## config.mk

```make
export PLATFORM = sky130hd
export DESIGN_NAME = mem_port_arbiter
export DESIGN_NICKNAME = d
export VERILOG_FILES = /design/src/rtl/mem_port_arbiter_pkg.sv /design/src/rtl/mem_port_arbiter_rr_picker.sv /design/src/rtl/mem_port_arbiter.sv
export SDC_FILE = /design/constraint.sdc
export NUM_CORES = 1
export LEC_CHECK = 0
export ABC_AREA = 1
export BUFFER_PORTS_ARGS = -buffer_cell sky130_fd_sc_hd__clkbuf_2
export CORE_AREA = 2 2 140 142
export CTS_CLUSTER_DIAMETER = 100
export DETAILED_ROUTE_END_ITERATION = 6
export DIE_AREA = 0 0 142 144
export HOLD_SLACK_MARGIN = 0.15
export PLACE_DENSITY = 0.72
export SLEW_MARGIN = 10
export SYNTH_ARGS = -nofsm -noshare
export SYNTH_HDL_FRONTEND = slang
export SYNTH_SLANG_ARGS = --single-unit
```

## constraint.sdc

```tcl
create_clock -name clk -period 7.25 [get_ports clk]
set_clock_uncertainty 0.1 [all_clocks]
set_input_delay 1.0875 -clock clk [delete_from_list [all_inputs] [get_ports clk]]
set_output_delay 1.0875 -clock clk [all_outputs]
set_load 0.03 [all_outputs]
```

## src/rtl/mem_port_arbiter_pkg.sv

```systemverilog
// Shared types and helpers for the memory-port arbiter: FSM state encoding
// and the requester-index width calculation.
package mem_port_arbiter_pkg;

  typedef enum logic [1:0] {
    ST_IDLE  = 2'd0,
    ST_ISSUE = 2'd1,
    ST_WAIT  = 2'd2
  } arb_state_e;

  // Width of a requester index; never less than one bit.
  function automatic int idx_width(input int n);
    return (n > 1) ? $clog2(n) : 1;
  endfunction

endpackage

```

## src/rtl/mem_port_arbiter_rr_picker.sv

```systemverilog
// Round-robin picker: first eligible requester at or after rr_ptr, wrapping
// circularly. Purely combinational; grant is one-hot, grant_idx its index.
module mem_port_arbiter_rr_picker
  import mem_port_arbiter_pkg::*;
#(
  parameter int N_REQ = 3,
  localparam int IDX_W = idx_width(N_REQ)
) (
  input  logic [N_REQ-1:0] eligible,
  input  logic [IDX_W-1:0] rr_ptr,
  output logic [N_REQ-1:0] grant,
  output logic [IDX_W-1:0] grant_idx,
  output logic             any
);

  logic [N_REQ-1:0] rotated;
  logic [IDX_W-1:0] offset;
  logic [IDX_W:0]   sum;

  // Rotate so that bit 0 corresponds to the requester at rr_ptr.
  assign rotated = N_REQ'({eligible, eligible} >> rr_ptr);
  assign any     = |eligible;

  // NOTE: every signal driven here gets a default first so no path can leave it
  // unassigned, which would otherwise infer a latch.
  always_comb begin
    offset = '0;
    for (int j = N_REQ - 1; j >= 0; j--) begin
      if (rotated[j]) offset = IDX_W'(j);
    end

    sum = {1'b0, rr_ptr} + {1'b0, offset};
    if (sum >= (IDX_W + 1)'(N_REQ)) sum = sum - (IDX_W + 1)'(N_REQ);
    grant_idx = sum[IDX_W-1:0];

    grant = '0;
    for (int i = 0; i < N_REQ; i++) begin
      grant[i] = any && (grant_idx == IDX_W'(i));
    end
  end

endmodule

```

## src/rtl/mem_port_arbiter.sv

```systemverilog
// Shares one memory port between N_REQ requesters: round-robin grant, one
// transaction in flight, response routed to its owner, flush squashes the pulse.
module mem_port_arbiter
  import mem_port_arbiter_pkg::*;
#(
  parameter int N_REQ  = 3,
  parameter int ADDR_W = 32,
  parameter int DATA_W = 32,
  localparam int MASK_W = DATA_W / 8,
  localparam int IDX_W  = idx_width(N_REQ)
) (
  input  logic                      clk,
  input  logic                      rst,
  input  logic [N_REQ-1:0]          req_valid,
  output logic [N_REQ-1:0]          req_ready,
  input  logic [N_REQ*ADDR_W-1:0]   req_addr,
  input  logic [N_REQ-1:0]          req_we,
  input  logic [N_REQ*DATA_W-1:0]   req_wdata,
  input  logic [N_REQ*MASK_W-1:0]   req_wmask,
  input  logic [N_REQ-1:0]          flush_mask,
  output logic [N_REQ-1:0]          resp_valid,
  output logic [DATA_W-1:0]         resp_rdata,
  output logic                      mem_req_valid,
  input  logic                      mem_req_ready,
  output logic [ADDR_W-1:0]         mem_addr,
  output logic                      mem_we,
  output logic [DATA_W-1:0]         mem_wdata,
  output logic [MASK_W-1:0]         mem_wmask,
  input  logic                      mem_resp_valid,
  input  logic [DATA_W-1:0]         mem_resp_rdata,
  output logic                      busy
);

  arb_state_e        state_q, state_d;
  logic [IDX_W-1:0]  rr_ptr_q, rr_ptr_d;
  logic [IDX_W-1:0]  owner_q, owner_d;
  logic              squash_q, squash_d;
  logic [ADDR_W-1:0] addr_q, addr_d;
  logic              we_q, we_d;
  logic [DATA_W-1:0] wdata_q, wdata_d;
  logic [MASK_W-1:0] wmask_q, wmask_d;

  logic [N_REQ-1:0]  eligible;
  logic [N_REQ-1:0]  grant;
  logic [IDX_W-1:0]  grant_idx;
  logic              grant_any;
  logic              complete;
  logic              deliver;

  assign eligible = req_valid & ~flush_mask;

  mem_port_arbiter_rr_picker #(.N_REQ(N_REQ)) u_picker (
    .eligible  (eligible),
    .rr_ptr    (rr_ptr_q),
    .grant     (grant),
    .grant_idx (grant_idx),
    .any       (grant_any)
  );

  always_comb begin
    state_d    = state_q;
    rr_ptr_d   = rr_ptr_q;
    owner_d    = owner_q;
    squash_d   = squash_q;
    addr_d     = addr_q;
    we_d       = we_q;
    wdata_d    = wdata_q;
    wmask_d    = wmask_q;
    req_ready  = '0;
    resp_valid = '0;
    resp_rdata = '0;
    complete   = 1'b0;
    deliver    = 1'b0;

    unique case (state_q)
      ST_IDLE: begin
        // Stray mem_resp_valid here is a protocol error and is ignored.
        if (grant_any && !rst) begin
          req_ready = grant;
          for (int i = 0; i < N_REQ; i++) begin
            if (grant[i]) begin
              addr_d  = req_addr[i*ADDR_W +: ADDR_W];
              we_d    = req_we[i];
              wdata_d = req_wdata[i*DATA_W +: DATA_W];
              wmask_d = req_wmask[i*MASK_W +: MASK_W];
            end
          end
          owner_d  = grant_idx;
          squash_d = 1'b0;
          state_d  = ST_ISSUE;
        end
      end
      ST_ISSUE: begin
        if (flush_mask[owner_q]) squash_d = 1'b1;
        if (mem_req_ready) begin
          if (mem_resp_valid) complete = 1'b1;
          else                state_d  = ST_WAIT;
        end
      end
      ST_WAIT: begin
        if (flush_mask[owner_q]) squash_d = 1'b1;
        if (mem_resp_valid) complete = 1'b1;
      end
      default: state_d = ST_IDLE;
    endcase

    // The memory transaction always retires; a flush only hides the pulse.
    if (complete) begin
      state_d  = ST_IDLE;
      rr_ptr_d = (owner_q == IDX_W'(N_REQ - 1)) ? '0 : owner_q + IDX_W'(1);
      deliver  = !rst && !(squash_q || flush_mask[owner_q]);
      for (int i = 0; i < N_REQ; i++) begin
        resp_valid[i] = deliver && (owner_q == IDX_W'(i));
      end
      if (deliver) resp_rdata = mem_resp_rdata;
    end
  end

  // NOTE: state registers use non-blocking assignments so every flop samples
  // the pre-edge value of every other flop, independent of statement order.
  always_ff @(posedge clk) begin
    if (rst) begin
      state_q  <= ST_IDLE;
      rr_ptr_q <= '0;
      owner_q  <= '0;
      squash_q <= 1'b0;
      addr_q   <= '0;
      we_q     <= 1'b0;
      wdata_q  <= '0;
      wmask_q  <= '0;
    end else begin
      state_q  <= state_d;
      rr_ptr_q <= rr_ptr_d;
      owner_q  <= owner_d;
      squash_q <= squash_d;
      addr_q   <= addr_d;
      we_q     <= we_d;
      wdata_q  <= wdata_d;
      wmask_q  <= wmask_d;
    end
  end

  assign mem_req_valid = (state_q == ST_ISSUE);
  assign mem_addr      = addr_q;
  assign mem_we        = we_q;
  assign mem_wdata     = wdata_q;
  assign mem_wmask     = wmask_q;
  assign busy          = (state_q != ST_IDLE);

endmodule

```

==> flow_metrics.tcl <==
set metrics [dict create \
    cpPeakStageDelay_ns 0.93 \
    clk_path_buf_depth 2 \
    slew_headroom_pct 20.7 \
    status "completed" \
    drive_gt1_share_pct 27.3 \
    worstReg2RegStart "rr_ptr_q[0]" \
    cp_slowest_cell "a21oi_4" \
    final.setup.tns_ns 0 \
    clock_sinks 76 \
    crit_chain "clkbuf_2, inv_1, nand2_1, nor2_1, a31oi_1, nand2_1, a22oi_1, ha_1, inv_1, fa_1, inv_1, ha_1, inv_2, nand3_2, a21oi_4, nor3_1, clkbuf_2" \
    max_freq_ghz 0.179 \
    layout_min_cycle_time_ns 5.59 \
    grtUsageMet3_pct 3.58 \
    ant_nets 0 \
    grt_pass1_wl_mm 36.8 \
    die_w_um 142 \
    cp_common_cell "inv_1" \
    antenna_cells 0 \
    cp_max_fo 37 \
    nFillCells 2059 \
    die_h_um 144 \
    via_per_inst 4.90 \
    nets 1704 \
    postCtsHoldBufs 0 \
    initial_utilization_pct 33.4 \
    critPathRequiredTime_ns 6.06 \
    finalMaxSlewViolations 0 \
    setup_violations 0 \
    drt_iter0_drc 494 \
    met1_usage_pct 28.5 \
    io_pins 358 \
    gp_congestion 0.851 \
    antenna_found_initial 1 \
    cts_buffers 9 \
    hold_ws_ns 0.391 \
    synthToLayoutAreaGrowth_pct 33.3 \
    rows 51 \
    overflow 0 \
    hp-class "reg2reg" \
    grt_pass1_vias 7333 \
    htree_num_levels 3 \
    detail_route.wl_per_cell_um 14.2 \
    end_kind "output port" \
    worst_ir_drop_vdd_mv 0.104 \
    hold_viol 0 \
    critPathKind "in2out" \
    via_count 8294 \
    r2r_cells 18 \
    post-route-period-util_pct 77.2 \
    portBuffers 357 \
    rsz0062_at_grt "no" \
    tightest_slew_ns 1.19 \
    postCtsResizedCells 0 \
    yosysWarnings 0 \
    die_area_um2 20400 \
    syn-num-nets 1412 \
    hpwl_mm 16.7 \
    hold_start "state_q[1]" \
    cts_setup_buffers 0 \
    r2r_setup_slack_ns 2.31 \
    clk_latency_ns 0.34 \
    syn_area_um2 6370 \
    r2r_end "mem_wdata[27]" \
    startpoint "flush_mask[1]" \
    yosysSeqAreaShare_pct 23.9 \
    cts_tree "built" \
    track_usage_pct 22.4 \
    p_leak_nw 5.44 \
    synth_cell_type_count 30 \
    grt_util_met2_pct 38.6 \
    core_um2 19100 \
    wl_mm 24.1 \
    synth_area_per_cell_um2 5.50 \
    grt-busiest-layer "met2" \
    arrival_ns 4.41 \
    maxCapViolations 0 \
    endpoint "req_ready[1]" \
    p_per_area_nw_per_um2 210 \
    route.detailed.drc 0 \
    start_kind "primary input" \
    netlist_instances 1157 \
    ys_ff_latch 76 \
    drt-pass1-iter-count 5 \
    clk_pin_slew_ns 0.06 \
    cts_root_buf "clkbuf_16" \
    grt_start_max_net_pins 76 \
]
-- through the flow --
stage          power (mW)  setup slack (ns)  cells  util, %  area (µm²)
6_report             1.78              1.66   1691     44.5        8490
5_1_grt              1.90              1.37   1691     44.5        8490
4_1_cts              1.79              1.67   1691     44.5        8490
3_5_place_dp         1.26              1.44   1676     42.8        8160
3_3_place_gp         1.25              1.55   1676     42.8        8160
2_1_floorplan        1.03              2.11   1157        -        6370
-- sequential cells by signal, indices dropped and copies added (netlist names) --
| signal | flops |
|---|---|
| squash_q | 1 |
| mem_wdata | 32 |
| mem_addr | 32 |
| mem_wmask | 4 |
| mem_we | 1 |
| rr_ptr_q | 2 |
| state_q | 2 |
| owner_q | 2 |
-- critical path: cells and delay by family --
kind | cells | cell delay, ns
compound gates | 3 | 1.34
buf+inv | 6 | 0.54
fa+ha+maj | 3 | 0.92
simple gates | 5 | 0.50
-- logic make-up (layout without fill, tap and decap cells) --
logic type                 count (synthesis)  in the layout  share of synthesized area, %
adders and majority gates                  6              6                          1.30
DFF                                       76             76                          23.9
buffers and inverters                    390            686                          24.2
and+or+nand+nor                          596            596                          43.2
AOI/OAI and AO/OA                         89             89                          7.39
-- routing by layer --
metal | vias up | part of all wire (%)
met2 | 408 | 48
met3 | 39 | 7.8
met5 | - | 0.066
li1 | 4144 | -
met1 | 3701 | 42
met4 | 2 | 1.9
-- area by class of cell --
| cell class | instances | area (µm²) | area share (%) |
|---|---|---|---|
| clock buffer | 11 | 233 | 2.74 |
| clock inverter | 4 | 98.8 | 1.16 |
| inverter | 303 | 1140 | 13.4 |
| multi-input combinational | 691 | 3330 | 39.2 |
| sequential | 76 | 1520 | 17.9 |
| tap | 238 | 298 | 3.51 |
| timing repair buffer | 368 | 1870 | 22.0 |
-- placed cells by master (no fill, tap or decap) --
master,Yosys,final
a21oi_1,74,74
a21oi_4,0,2
a22oi_1,1,1
a31oi_1,1,1
buf_4,8,11
bufinv_16,0,3
clkbuf_1,41,2
clkbuf_16,0,9
clkbuf_2,0,357
clkinv_1,3,3
clkinv_4,0,1
dfxtp_1,76,76
fa_1,1,1
ha_1,5,5
inv_1,298,297
inv_2,2,3
nand2_1,328,327
nand2_2,2,3
nand3_1,72,72
nand3_2,3,3
nand3_4,3,3
nand4_1,140,140
nor2_1,41,41
nor3_1,6,6
nor4_1,1,1
o211ai_1,1,1
o21a_1,1,1
o21ai_0,5,5
o21ai_4,0,1
o21bai_1,1,1
o22ai_1,2,2
-- worst min-delay path by stage --
stage | to | depth (start not counted)
after CTS | state_q[1] | 2
after floorplan | state_q[1] | 2
after global placement | state_q[1] | 2
final | state_q[1] | 2
after global routing | state_q[1] | 2
after detailed placement | state_q[1] | 2
-- cells in the mapped netlist (all sizes together) --
cell,instances,area [µm²]
inv,300,1130
a22oi,1,7.51
o21ai,6,33.8
nor4,1,6.26
nand4,140,876
buf,46,248
o22ai,2,12.5
o211ai,1,7.51
ha,5,62.6
a31oi,1,6.26
nor2,41,154
clkbuf,41,154
o21a,1,7.51
a21oi,76,388
dfxtp,76,1520
fa,1,20.0
nor3,6,30.0
nand3,78,443
clkinv,3,11.3
o21bai,1,7.51
nand2,330,1240
-- report_power, final --
part           switching (mW)  leakage [nW]  total, mW  internal (mW)
Combinational           0.519          4.65      0.745          0.226
Sequential             0.0318         0.625      0.508          0.476
Clock                   0.189         0.160      0.525          0.336
No activity file was read; power rests on OpenSTA's default activity.
